[config.mk]
export PLATFORM = sky130hd
export DESIGN_NAME = i2c_slave_rx_flat
export DESIGN_NICKNAME = d
export VERILOG_FILES = /design/src/rtl/i2c_pkg.sv /design/src/rtl/i2c_slave_rx_if.sv /design/src/rtl/i2c_line_sync.sv /design/src/rtl/i2c_slave_rx.sv /design/src/flat_wrapper.sv
export SDC_FILE = /design/constraint.sdc
export NUM_CORES = 1
export LEC_CHECK = 0
export ABC_AREA = 0
export BUFFER_PORTS_ARGS = -buffer_cell sky130_fd_sc_hd__buf_4
export CAP_MARGIN = 10
export CORE_UTILIZATION = 50
export CTS_BUF_LIST = sky130_fd_sc_hd__clkbuf_8
export DETAILED_ROUTE_END_ITERATION = 16
export GPL_ROUTABILITY_DRIVEN = 0
export PLACE_DENSITY = 0.82
export SLEW_MARGIN = 40
export SYNTH_ARGS = -nofsm -noshare
export SYNTH_HDL_FRONTEND = slang
export SYNTH_HIERARCHICAL = 1
export SYNTH_SLANG_ARGS = --single-unit
[constraint.sdc]
create_clock -name clk -period 1.8 [get_ports clk]
set_clock_uncertainty 0.05 [all_clocks]
set_input_delay 0.27 -clock clk [delete_from_list [all_inputs] [get_ports clk]]
set_output_delay 0.27 -clock clk [all_outputs]
set_load 0.05 [all_outputs]
[src/rtl/i2c_pkg.sv]
// Shared types and constants for the I2C receive-only target.
// Holds the target FSM state encoding and byte/address defaults.
package i2c_pkg;

    typedef enum logic [2:0] {
        ST_IDLE   = 3'd0,
        ST_ADDR   = 3'd1,
        ST_ACK_A  = 3'd2,
        ST_DATA   = 3'd3,
        ST_ACK_D  = 3'd4,
        ST_IGNORE = 3'd5
    } slave_state_t;

    localparam logic [6:0] I2C_DEFAULT_ADDR = 7'h50;
    localparam int         BITS_PER_BYTE    = 8;

endpackage

[src/rtl/i2c_slave_rx_if.sv]
// I2C bus bundle between an upstream master and the receive-only target.
// Ports: i2c_scl, i2c_sda (master -> target), sda_oe (target pull-down request).
interface i2c_slave_rx_if;

    logic i2c_scl;
    logic i2c_sda;
    logic sda_oe;

    modport master (
        output i2c_scl,
        output i2c_sda,
        input  sda_oe
    );

    modport slave (
        input  i2c_scl,
        input  i2c_sda,
        output sda_oe
    );

endinterface

[src/rtl/i2c_line_sync.sv]
// Synchronizes SCL/SDA into clk and derives bus events.
// Ports: clk, reset (sync, active-low), scl_in/sda_in -> sda, scl_rise, scl_fall, start_det, stop_det.
module i2c_line_sync #(
    parameter int SYNC_STAGES = 2
) (
    input  logic clk,
    input  logic reset,
    input  logic scl_in,
    input  logic sda_in,
    output logic sda,
    output logic scl_rise,
    output logic scl_fall,
    output logic start_det,
    output logic stop_det
);

    logic [SYNC_STAGES-1:0] scl_q;
    logic [SYNC_STAGES-1:0] sda_q;
    logic                   scl_d;
    logic                   sda_d;
    logic                   scl_s;

    // Reset to 1 so the bus looks idle and no false edge follows reset.
    always_ff @(posedge clk) begin
        if (!reset) begin
            scl_q <= '1;
            sda_q <= '1;
            scl_d <= 1'b1;
            sda_d <= 1'b1;
        end else begin
            scl_q <= {scl_q[SYNC_STAGES-2:0], scl_in};
            sda_q <= {sda_q[SYNC_STAGES-2:0], sda_in};
            scl_d <= scl_q[SYNC_STAGES-1];
            sda_d <= sda_q[SYNC_STAGES-1];
        end
    end

    assign scl_s     = scl_q[SYNC_STAGES-1];
    assign sda       = sda_q[SYNC_STAGES-1];
    assign scl_rise  = scl_s & ~scl_d;
    assign scl_fall  = ~scl_s & scl_d;
    // Qualified by the current synchronized SCL, so SCL and SDA leaving
    // their reset value together can never look like START/STOP.
    assign start_det = scl_s & sda_d & ~sda;
    assign stop_det  = scl_s & ~sda_d & sda;

endmodule

[src/rtl/i2c_slave_rx.sv]
// Receive-only I2C target: decodes address, collects data bytes, ACKs on match.
// Ports: clk, reset (sync, active-low), bus (i2c_scl, i2c_sda, sda_oe), rx_addr,
// rx_rw, rx_data, rx_valid, addr_match, busy, stop_seen.
// Macro I2C_SLAVE_ACK_EN: drive ACKs; when undefined sda_oe is tied 0 (monitor).
module i2c_slave_rx
    import i2c_pkg::*;
#(
    parameter logic [6:0] SLAVE_ADDR  = I2C_DEFAULT_ADDR,
    parameter int         SYNC_STAGES = 2
) (
    input  logic               clk,
    input  logic               reset,
    i2c_slave_rx_if.slave      bus,
    output logic [6:0]         rx_addr,
    output logic               rx_rw,
    output logic [7:0]         rx_data,
    output logic               rx_valid,
    output logic               addr_match,
    output logic               busy,
    output logic               stop_seen
);

    localparam logic [2:0] LAST_BIT = 3'(BITS_PER_BYTE - 1);

    logic         sda;
    logic         scl_rise;
    logic         scl_fall;
    logic         start_det;
    logic         stop_det;

    slave_state_t state;
    slave_state_t state_n;
    logic [2:0]   bit_cnt;
    logic [2:0]   bit_cnt_n;
    logic [7:0]   shreg;
    logic [7:0]   shreg_n;
    logic [7:0]   byte_in;
    logic [6:0]   rx_addr_n;
    logic         rx_rw_n;
    logic [7:0]   rx_data_n;
    logic         rx_valid_n;
    logic         addr_match_n;
    logic         busy_n;
    logic         stop_seen_n;
    // High while the ACK slot is being driven (first fall to second fall).
    logic         ack_drv;
    logic         ack_drv_n;

    i2c_line_sync #(
        .SYNC_STAGES (SYNC_STAGES)
    ) u_sync (
        .clk       (clk),
        .reset     (reset),
        .scl_in    (bus.i2c_scl),
        .sda_in    (bus.i2c_sda),
        .sda       (sda),
        .scl_rise  (scl_rise),
        .scl_fall  (scl_fall),
        .start_det (start_det),
        .stop_det  (stop_det)
    );

    assign byte_in = {shreg[6:0], sda};

    always_ff @(posedge clk) begin
        if (!reset) begin
            state      <= ST_IDLE;
            bit_cnt    <= '0;
            shreg      <= '0;
            rx_addr    <= '0;
            rx_rw      <= 1'b0;
            rx_data    <= '0;
            rx_valid   <= 1'b0;
            addr_match <= 1'b0;
            busy       <= 1'b0;
            stop_seen  <= 1'b0;
            ack_drv    <= 1'b0;
        end else begin
            state      <= state_n;
            bit_cnt    <= bit_cnt_n;
            shreg      <= shreg_n;
            rx_addr    <= rx_addr_n;
            rx_rw      <= rx_rw_n;
            rx_data    <= rx_data_n;
            rx_valid   <= rx_valid_n;
            addr_match <= addr_match_n;
            busy       <= busy_n;
            stop_seen  <= stop_seen_n;
            ack_drv    <= ack_drv_n;
        end
    end

    always_comb begin
        state_n      = state;
        bit_cnt_n    = bit_cnt;
        shreg_n      = shreg;
        rx_addr_n    = rx_addr;
        rx_rw_n      = rx_rw;
        rx_data_n    = rx_data;
        rx_valid_n   = 1'b0;
        addr_match_n = addr_match;
        busy_n       = busy;
        stop_seen_n  = 1'b0;
        ack_drv_n    = ack_drv;

        if (stop_det) begin
            state_n      = ST_IDLE;
            busy_n       = 1'b0;
            addr_match_n = 1'b0;
            ack_drv_n    = 1'b0;
            stop_seen_n  = 1'b1;
        end else if (start_det) begin
            // START wins over a coincident SCL rise.
            state_n      = ST_ADDR;
            bit_cnt_n    = '0;
            busy_n       = 1'b1;
            addr_match_n = 1'b0;
            ack_drv_n    = 1'b0;
        end else begin
            unique case (state)
                ST_ADDR, ST_DATA: begin
                    if (scl_rise) begin
                        shreg_n   = byte_in;
                        bit_cnt_n = bit_cnt + 3'd1;
                        if (bit_cnt == LAST_BIT) begin
                            if (state == ST_ADDR) begin
                                rx_addr_n = byte_in[7:1];
                                rx_rw_n   = byte_in[0];
                                state_n   = ST_ACK_A;
                            end else begin
                                rx_data_n  = byte_in;
                                rx_valid_n = 1'b1;
                                state_n    = ST_ACK_D;
                            end
                        end
                    end
                end
                ST_ACK_A, ST_ACK_D: begin
                    if (state == ST_ACK_A && rx_addr != SLAVE_ADDR) begin
                        state_n = ST_IGNORE;
                    end else begin
                        addr_match_n = 1'b1;
                        if (scl_fall) begin
                            if (!ack_drv) begin
                                ack_drv_n = 1'b1;
                            end else begin
                                ack_drv_n = 1'b0;
                                bit_cnt_n = '0;
                                state_n   = ST_DATA;
                            end
                        end
                    end
                end
                ST_IDLE, ST_IGNORE: begin
                end
                default: state_n = ST_IDLE;
            endcase
        end
    end

`ifdef I2C_SLAVE_ACK_EN
    assign bus.sda_oe = ack_drv;
`else
    assign bus.sda_oe = 1'b0;
`endif

endmodule

[src/flat_wrapper.sv]
// flat-port wrapper written by rule: the top's interface ports become plain ports
module i2c_slave_rx_flat import i2c_pkg::*;
#(
    parameter logic [6:0] SLAVE_ADDR  = I2C_DEFAULT_ADDR,
    parameter int         SYNC_STAGES = 2
)
  (clk, reset, rx_addr, rx_rw, rx_data, rx_valid, addr_match, busy, stop_seen, bus_i2c_scl, bus_i2c_sda, bus_sda_oe);
  i2c_slave_rx_if bus_i ();
  input  logic clk;
  input  logic reset;
  output logic [6:0] rx_addr;
  output logic rx_rw;
  output logic [7:0] rx_data;
  output logic rx_valid;
  output logic addr_match;
  output logic busy;
  output logic stop_seen;
  input wire logic [$bits(bus_i.i2c_scl)-1:0] bus_i2c_scl;
  input wire logic [$bits(bus_i.i2c_sda)-1:0] bus_i2c_sda;
  output wire logic [$bits(bus_i.sda_oe)-1:0] bus_sda_oe;
  assign bus_i.i2c_scl = bus_i2c_scl;
  assign bus_i.i2c_sda = bus_i2c_sda;
  assign bus_sda_oe = bus_i.sda_oe;
  i2c_slave_rx #(.SLAVE_ADDR(SLAVE_ADDR), .SYNC_STAGES(SYNC_STAGES)) u_core (.clk(clk), .reset(reset), .bus(bus_i), .rx_addr(rx_addr), .rx_rw(rx_rw), .rx_data(rx_data), .rx_valid(rx_valid), .addr_match(addr_match), .busy(busy), .stop_seen(stop_seen));
endmodule
==> flow_summary.toml, run 1 <==
[drt]
vias = 1381
routed_wl_um = 3658
drc = 0
wl_per_cell_um = 14.35
ant_nets = 0
first_iter_violations = 56
first_pass_iters = 4
vias_per_cell = 5.416

[place]
hpwl_um = 2486
placed_cell_area_um2 = 1947
preCtsSetupSlack_ns = 0.02272
port_buffers = 23

[layout]
stdcell_area_um2 = 2092
area_growth_pct = 22.49
num_antenna_cells = 0
final_nets = 216
final_cell_mix = "38 x dfxtp_1, 34 x buf_4, 24 x nor2_1"
final_layout_size_suffix_gt1_share_pct = 27.01
final_common_cell = "dfxtp_1"

[clock_tree]
htree_levels = 2
cts_tree = "yes"
clock_path_buffers = 2
clock_sinks = 40
clk_pin_slew_worst_paths_ns = 0.08
cts_root_buf = "clkbuf_8"
clk_latency_ns = 0.30
ctsHoldBuffers = 0
cts_buffers = 5

[worst_setup_path]
worstSetupStartpointType = "flop"
crit_type = "flop to flop"
arrival_ns = 1.88
required_ns = 1.93
crit_path_end_kind = "flop"
critPathMaxFanout = 8

[timing]
worst_pin_slew_ns = 0.5393
hold_viol = 0
setup_viol = 0
period_share_pct = 97.30
rsz0062_at_grt = "yes"
max_freq_mhz = 571.0
slew_violations = 0
slew_headroom_pct = 64.00
timing.final.ws_setup_ns = 0.04856
final.min_clock_period_ns = 1.751

[synth]
ys_warn_count = 6
ys_seq_elements = 40
synth_cells = 177
synthTopCellsByArea = "dfxtp_1 47%, mux2i_1 9.4%, nor2_1 5.3%"
synth_top_area_share_pct = 46.89
synth_area_leader_cell = "dfxtp_1"
synth-seq-area-share_pct = 46.89
syn_nets = 183
avgSynthCellArea_um2 = 9.649
synth_cell_types = 45
syn_area_um2 = 1708

[floorplanning]
start_util_pct = 54.17
die_w_um = 60.45
die_y_um = 60.45
io_pins = 25
core.rowCount = 20
core-area_um2 = 3153
dieArea_um2 = 3654

[pwr]
power_density_nw_per_um2 = 830.9
leakage_nw = 0.8628
vdd_ir_drop_max_v = 0.0005608

[min_path]
min-delay-path-class = "input port to flop"

[global_route]
overflow = 0
grt_use_total_pct = 21.88
grt_pass1_wl_um = 5692
grt_pass1_vias = 1220
grt_start_max_net_pins = 26
antenna_found_initial = 0

[status]
status = "complete, no violations"

[flow_run]
max_cap_violations = 0
==> synth_stat cells <==
cell,instances
dfxtp_1,40
nor3b_2,2
and3_1,1
o21ai_1,1
and3b_1,2
o311ai_1,1
a31o_1,1
conb_1,1
inv_1,3
nor4b_4,2
clkbuf_1,2
buf_6,1
a21oi_2,1
nand2_1,19
nor4bb_1,2
or3_1,1
nor2b_1,3
a311oi_2,1
or3_4,1
a31oi_1,2
or2_2,1
or2b_1,1
nand2b_1,7
a221oi_1,1
nand3_1,1
and2_4,1
nor2_1,24
o21ai_0,3
ha_1,2
xnor2_1,1
xor2_1,1
buf_4,3
nand4_1,1
and2b_2,1
o31ai_1,1
clkinv_1,1
a311oi_1,1
a31oi_4,1
mux2i_1,16
maj3_1,1
a21oi_1,15
and2_1,1
a32oi_1,1
nand4b_1,1
buf_2,3
==> metrics by stage <==
stage / hold slack (ns) / cells / setup TNS, ns / total power, mW / utilization (%)
after detailed placement: 0.3514 / 244 / 0 / 0.9958 / 61.75
final: 0.1071 / 255 / 0 / 1.738 / 66.35
after global placement: 0.3407 / 244 / 0 / 0.9927 / 61.75
after CTS: 0.1027 / 252 / 0 / 1.750 / 65.52
after global routing: 0.1106 / 255 / -0.2504 / 1.789 / 66.35
after floorplan: 0.2930 / 177 / 0 / 0.9722 / -
==> what timing repair did <==
item / 4_1_cts / 5_1_grt
pin swaps: 0 / 4
setup endpoints to repair: 1 / 10
resized for setup: 1 / 3
buffers inserted: 0 / 3
==> critical path: stages (launching register included) <==
cell	delay (ns)
dfxtp_2	0.34
and3b_2	0.23
nor4b_4	0.33
nor3b_2	0.23
buf_6	0.18
mux2i_1	0.21
nor2_1	0.07
==> power by group <==
part / switching, mW / total, mW / internal (mW)
combinational: 0.0504 / 0.0832 / 0.0328
sequential: 0.00455 / 0.897 / 0.892
clock: 0.340 / 0.758 / 0.418
total: 0.395 / 1.74 / 1.34
==> area by class of cell <==
type / count / area [um2]
Tap cell: 44 / 55.05
Sequential cell: 40 / 803.3
Multi-Input combinational cell: 124 / 837.1
Timing Repair Buffer: 35 / 266.5
Clock inverter: 3 / 46.29
Clock buffer: 5 / 68.82
Inverter: 4 / 15.01
Fill cell: 273 / 1061
==> cell families after synthesis <==
group           Yosys count  synth area share, %
buf+inv                  13                4.175
simple gates             72                24.32
mux                      16                9.377
other cells               1               0.2196
xor+xnor                  2                1.026
compound gates           30                11.94
fa+ha+maj                 3                2.051
flops                    40                46.89
==> path summary, 6_finish.rpt <==
kind	startpoint	to	slack [ns]	cells after the start
worst max register to register	u_core/u_sync/sda_q[1]	u_core/rx_addr[1]	0.05	6
worst max-delay path	u_core/u_sync/sda_q[1]	u_core/rx_addr[1]	0.05	6
worst min register to register	u_core/u_sync/scl_q[0]	u_core/u_sync/scl_q[1]	0.36	1
worst min-delay path	bus_i2c_scl	u_core/u_sync/scl_q[0]	0.11	2
==> per-layer routing <==
metal	wire length [um]	vias to the layer above	GRT usage, %
li1	-	677	-
met1	1611	665	27.30
met2	1852	37	35.32
met3	179	2	7.036
met4	15	0	8.442
met5	0	-	0
==> flip-flops by register name, indices dropped and copies added, names as in the netlist <==
signal               flops
u_core/stop_seen         1
u_core/shreg             7
u_core/addr_match        1
u_core/rx_data           8
u_core/rx_valid          1
u_core/u_sync/scl_d      1
u_core/u_sync/sda_q      2
u_core/ack_drv           1
u_core/busy              1
u_core/rx_addr           7
u_core/u_sync/scl_q      2
u_core/rx_rw             1
u_core/bit_cnt           3
u_core/state             3
u_core/u_sync/sda_d      1
No activity file was read; power rests on OpenSTA's default activity.
==> run 2, diff against run 1 <==
--- a/config.mk
+++ b/config.mk
@@ -9,10 +9,10 @@
 export BUFFER_PORTS_ARGS = -buffer_cell sky130_fd_sc_hd__buf_4
 export CAP_MARGIN = 10
 export CORE_UTILIZATION = 50
-export CTS_BUF_LIST = sky130_fd_sc_hd__clkbuf_8
+export CTS_BUF_LIST = sky130_fd_sc_hd__clkbuf_16
 export DETAILED_ROUTE_END_ITERATION = 16
 export GPL_ROUTABILITY_DRIVEN = 0
-export PLACE_DENSITY = 0.82
+export PLACE_DENSITY = 0.79
 export SLEW_MARGIN = 40
 export SYNTH_ARGS = -nofsm -noshare
 export SYNTH_HDL_FRONTEND = slang
==> constraint.sdc (replaced) <==
create_clock -name clk -period 1.9 [get_ports clk]
set_clock_uncertainty 0.05 [all_clocks]
set_input_delay 0.285 -clock clk [delete_from_list [all_inputs] [get_ports clk]]
set_output_delay 0.285 -clock clk [all_outputs]
set_load 0.05 [all_outputs]
==> run 2 against run 1 <==
Effect of this change:
- design area down 0.66%
- non-clock buffer count fell by 5
- sequential share of layout area is 0.19 points higher
- sequential cell count unchanged
- highest routed layer unchanged
- critical endpoint is now u_core/rx_addr[2]
- critical path type unchanged
- fmax down 2.2%
- largest power group unchanged
- via count is 4.1% lower
==> flow_summary.toml, run 2 (synthesis results as in run 1) <==
[floorplanning]
start_util_pct = 54.17
dieArea_um2 = 3654
io_pins = 25
core-area_um2 = 3153
die_w_um = 60.45
die_y_um = 60.45
core.rowCount = 20

[timing]
period_share_pct = 94.25
rsz0062_at_grt = "no"
totalNegativeSetupSlack_ns = 0
slew_headroom_pct = 64.31
max_freq_mhz = 558.4
setup_viol = 0
timing.final.ws_setup_ns = 0.1092
final.min_clock_period_ns = 1.791
hold_viol = 0
slew_violations = 0
worst_pin_slew_ns = 0.5347
fin_hold_ws_ns = 0.1374

[worst_setup_path]
crit_path_end_kind = "flop"
arrival_ns = 1.90
crit_type = "flop to flop"
reg2regPathDepth = 6
required_ns = 2.01
r2r_end = "u_core/rx_addr[2]"
worstReg2RegStart = "u_core/u_sync/sda_q[1]"
worstSetupStartpointType = "flop"
r2r_slack_ns = 0.11
critPathMaxFanout = 8

[layout]
final_nets = 211
multi_input_area_um2 = 838.3
register_area_um2 = 802.0
final_layout_size_suffix_gt1_share_pct = 24.76
reg_top3 = "u_core/rx_data (8), u_core/rx_addr (7), u_core/shreg (7)"
final_common_cell = "dfxtp_1"
final_cell_mix = "39 x dfxtp_1, 29 x buf_4, 24 x nor2_1"
area_growth_pct = 21.68
largest_reg_flops = 8
num_antenna_cells = 0
fillers = 262
regMostFlops = "u_core/rx_data"

[global_route]
grt_start_max_net_pins = 26
grt_use_total_pct = 21.27
overflow = 0
antenna_found_initial = 0
grt_pass1_vias = 1203
grt_pass1_wl_um = 5637

[pwr]
vdd_ir_drop_max_v = 0.0005223
power_density_nw_per_um2 = 820.2
p_sw_uw = 354.6
p_clk_share_pct = 45.8
pwr-share-seq_pct = 49.9
switching_share_pct = 20.81
leakage_nw = 0.8541
p_int_mw = 1.350
combinationalPowerShare_pct = 4.3

[place]
preCtsSetupSlack_ns = 0.04824
hpwl_um = 2409
port_buffers = 23

[min_path]
min-delay-start = "bus_i2c_scl"
hold_end = "u_core/u_sync/scl_q[0]"
hold_path_depth = 2
min-delay-path-class = "input port to flop"

[drt]
first_pass_iters = 4
vias_per_cell = 5.296
drc = 0
ant_nets = 0
first_iter_violations = 49
vias = 1324
wl_per_cell_um = 13.98
routed_wl_um = 3495

[clock_tree]
cts_root_buf = "clkbuf_16"
ctsHoldBuffers = 0
clock_sinks = 40
cts_tree = "yes"
clock_path_buffers = 2
clk_latency_ns = 0.28
htree_levels = 2
cts_buffers = 5
clk_pin_slew_worst_paths_ns = 0.06

[status]
status = "complete, no violations"

[flow_run]
max_cap_violations = 0
## run 2: worst max-delay path, cell delays in order (launching register included)
cell,delay (ns)
dfxtp_2,0.34
and3b_2,0.26
nor4b_4,0.32
nor3b_2,0.25
buf_6,0.18
mux2i_1,0.22
nor2_1,0.06
## run 2: routing by layer
layer / track usage, % / wire, um / up-vias
li1: - / - / 664
met1: 27.27 / 1618 / 622
met2: 32.50 / 1705 / 34
met3: 8.102 / 147 / 4
met4: 8.117 / 24 / 0
met5: 0 / 0 / -
## run 2: how the worst max path moves through the flow
stage	from	slack (ns)	end
after detailed placement	u_core/u_sync/sda_q[1]	0.05	u_core/rx_addr[2]
after CTS	u_core/u_sync/sda_q[1]	0.01	u_core/rx_addr[6]
final	u_core/u_sync/sda_q[1]	0.11	u_core/rx_addr[2]
after floorplan	u_core/rx_addr[6]	0.15	u_core/state[0]
after global routing	u_core/u_sync/scl_q[1]	0.007	u_core/rx_addr[5]
after global placement	u_core/u_sync/sda_q[1]	0.12	u_core/rx_addr[6]
## run 2: power by group through the flow
stage	clock network, mW	registers (mW)	logic (mW)
finish	0.781	0.851	0.0728
global route	0.827	0.852	0.0796
CTS	0.794	0.851	0.0716
detailed placement	0	0.869	0.0714
global placement	0	0.869	0.0694
floorplan	0	0.873	0.0476
## run 2: timing repair
action	4_1_cts	5_1_grt
gates resized for setup	0	4
setup endpoints to repair	0	9
buffers inserted	0	1
## run 2: area by class of cell
class	instances	area share [%]
flip-flops and latches	40	38.59
well taps	44	2.649
multi-input cells	124	40.34
repair buffers	30	11.02
inverters	4	0.7225
clock inverters	3	0.6623
clock buffers	5	6.020
## run 2: per-stage QoR
step	utilization (%)	total power, mW	instances	instance area (um2)
2_1_floorplan	-	0.9210	177	1708
3_3_place_gp	61.03	0.9386	241	1924
3_5_place_dp	61.03	0.9409	241	1924
4_1_cts	65.44	1.716	249	2063
5_1_grt	65.91	1.758	250	2078
6_report	65.91	1.705	250	2078
==> run 3, diff against run 2 <==
==> constraint.sdc (replaced) <==
create_clock -name clk -period 2 [get_ports clk]
set_clock_uncertainty 0.05 [all_clocks]
set_input_delay 0.3 -clock clk [delete_from_list [all_inputs] [get_ports clk]]
set_output_delay 0.3 -clock clk [all_outputs]
set_load 0.05 [all_outputs]
==> run 3 against run 2 <==
Effect of this change:
- worst hold slack gained 0.018 ns
- register-to-register slack lost 0.03 ns
- combinational power shrank 6.0%
- power grew 3.6%
- sequential share of layout area shrank 0.56 points
- clock-buffer cell count is the same
- clock power grew 14%
- setup slack lost 0.030 ns
==> flow_summary.toml, run 3 (synthesis results as in run 1) <==
[status]
status = "complete, no violations"

[timing]
slew_headroom_pct = 62.45
final.min_clock_period_ns = 1.921
worst_pin_slew_ns = 0.5625
max_freq_mhz = 520.7
timing.final.ws_setup_ns = 0.07937
setup_viol = 0
hold_viol = 0
totalNegativeSetupSlack_ns = 0
fin_hold_ws_ns = 0.1552
slew_violations = 0
period_share_pct = 96.03

[pwr]
pwr-share-seq_pct = 45.8
p_int_mw = 1.415
p_total_mw = 1.766
vdd_ir_drop_max_v = 0.0006330
combinationalPowerShare_pct = 3.9
leakage_nw = 0.8655
switching_share_pct = 19.87
p_clk_share_pct = 50.4
power_density_nw_per_um2 = 838.8
p_sw_uw = 351.0

[worst_setup_path]
cp_slowest_stage_delay_ns = 0.39
cpMaxStageDelayCell = "dfxtp_1"
path_delay_family = "simple AND/OR/NAND/NOR gates"
crit_path_end_kind = "flop"
crit_chain = "and3b_1 -> nor4b_4 -> nor3b_4 -> buf_4 -> mux2i_1 -> nor2_1"
reg2regPathDepth = 6
critPathMaxFanout = 7
cp_num_buf_inv = 1
required_ns = 2.12
r2r_end = "u_core/rx_addr[4]"
arrival_ns = 2.04
worstSetupStartpointType = "flop"
r2r_slack_ns = 0.08
worstReg2RegStart = "u_core/u_sync/sda_q[1]"
crit_type = "flop to flop"

[clock_tree]
cts_buffers = 5
clk_latency_ns = 0.28
clock_path_buffers = 2
htree_levels = 2
clk_pin_slew_worst_paths_ns = 0.06
cts_tree = "yes"
cts_root_buf = "clkbuf_16"
clock_sinks = 40

[layout]
register_area_um2 = 800.8
final_layout_size_suffix_gt1_share_pct = 23.30
area_growth_pct = 23.30
final_cell_mix = "40 x dfxtp_1, 30 x buf_4, 24 x nor2_1"
fillers = 267
largest_reg_flops = 8
final_nets = 211
final_common_cell = "dfxtp_1"
num_antenna_cells = 0
regMostFlops = "u_core/rx_data"
reg_top3 = "u_core/rx_data (8), u_core/rx_addr (7), u_core/shreg (7)"
multi_input_area_um2 = 842.1

[drt]
first_pass_iters = 4
vias = 1347
wl_per_cell_um = 13.79
vias_per_cell = 5.388
drc = 0
first_iter_violations = 49
routed_wl_um = 3447
ant_nets = 0

[min_path]
min-delay-start = "bus_i2c_scl"
hold_end = "u_core/u_sync/scl_q[0]"
min-delay-path-class = "input port to flop"
hold_path_depth = 2

[flow_run]
max_cap_violations = 0

[global_route]
grt_use_total_pct = 21.88
antenna_found_initial = 0
grt_pass1_wl_um = 5782
overflow = 0
grt_pass1_vias = 1251
grt_start_max_net_pins = 24

[floorplanning]
core-area_um2 = 3153
io_pins = 25
die_w_um = 60.45
start_util_pct = 54.17
core.rowCount = 20
die_y_um = 60.45
dieArea_um2 = 3654

[place]
hpwl_um = 2421
preCtsSetupSlack_ns = 0.05848
port_buffers = 23
==> run 3: cell count changes in the layout (fill, tap and decap cells not counted), sizes merged <==
cell    previous run  this run
clkinv             4         3
bufinv             0         1
==> run 3: final cells by class <==
| cell class | instances | share of cell area [%] |
|---|---|---|
| Clock inverter | 3 | 2.020 |
| Timing Repair Buffer | 30 | 10.70 |
| Tap cell | 44 | 2.614 |
| Clock buffer | 5 | 5.942 |
| Sequential cell | 40 | 38.03 |
| Inverter | 4 | 0.7130 |
| Multi-Input combinational cell | 124 | 39.99 |
==> run 3: worst max path at each step <==
stage / from / end / cells after the start
finish: u_core/u_sync/sda_q[1] / u_core/rx_addr[4] / 6
global route: u_core/u_sync/sda_q[1] / u_core/rx_addr[5] / 6
CTS: u_core/u_sync/sda_q[1] / u_core/rx_addr[2] / 6
detailed placement: u_core/u_sync/sda_q[1] / u_core/rx_addr[2] / 6
global placement: u_core/u_sync/sda_q[1] / u_core/rx_addr[2] / 6
floorplan: u_core/rx_addr[6] / u_core/state[0] / 4
==> run 3: per-layer routing <==
layer  track usage [%]  wire length [um]
met3             6.183               113
met5                 0                 0
met4             10.71                48
met2             35.64              1737
met1             26.62              1547
==> run 3: worst reg2reg max path, cell delays in order, from the launching register on <==
cell	delay, ns
dfxtp_1	0.39
and3b_1	0.28
nor4b_4	0.33
nor3b_4	0.28
buf_4	0.22
mux2i_1	0.20
nor2_1	0.06
==> run 3: stage by stage <==
| stage | utilization, % | instance area [um2] | instances |
|---|---|---|---|
| floorplan | - | 1708 | 177 |
| global placement | 61.03 | 1924 | 241 |
| detailed placement | 61.03 | 1924 | 241 |
| CTS | 66.35 | 2092 | 249 |
| global route | 66.79 | 2106 | 250 |
| finish | 66.79 | 2106 | 250 |
==> run 3: timing repair <==
action	CTS	global route
buffers inserted	0	1
setup endpoints to repair	0	7
gates resized for setup	0	1
hold buffers	0	0
==> run 3: power by group through the flow <==
stage          clock network, mW  logic, mW  registers [mW]
3_3_place_gp                   0     0.0657           0.825
4_1_cts                    0.905     0.0677           0.808
3_5_place_dp                   0     0.0674           0.826
6_report                   0.890     0.0684           0.808
2_1_floorplan                  0     0.0452           0.830
5_1_grt                    0.945     0.0752           0.809
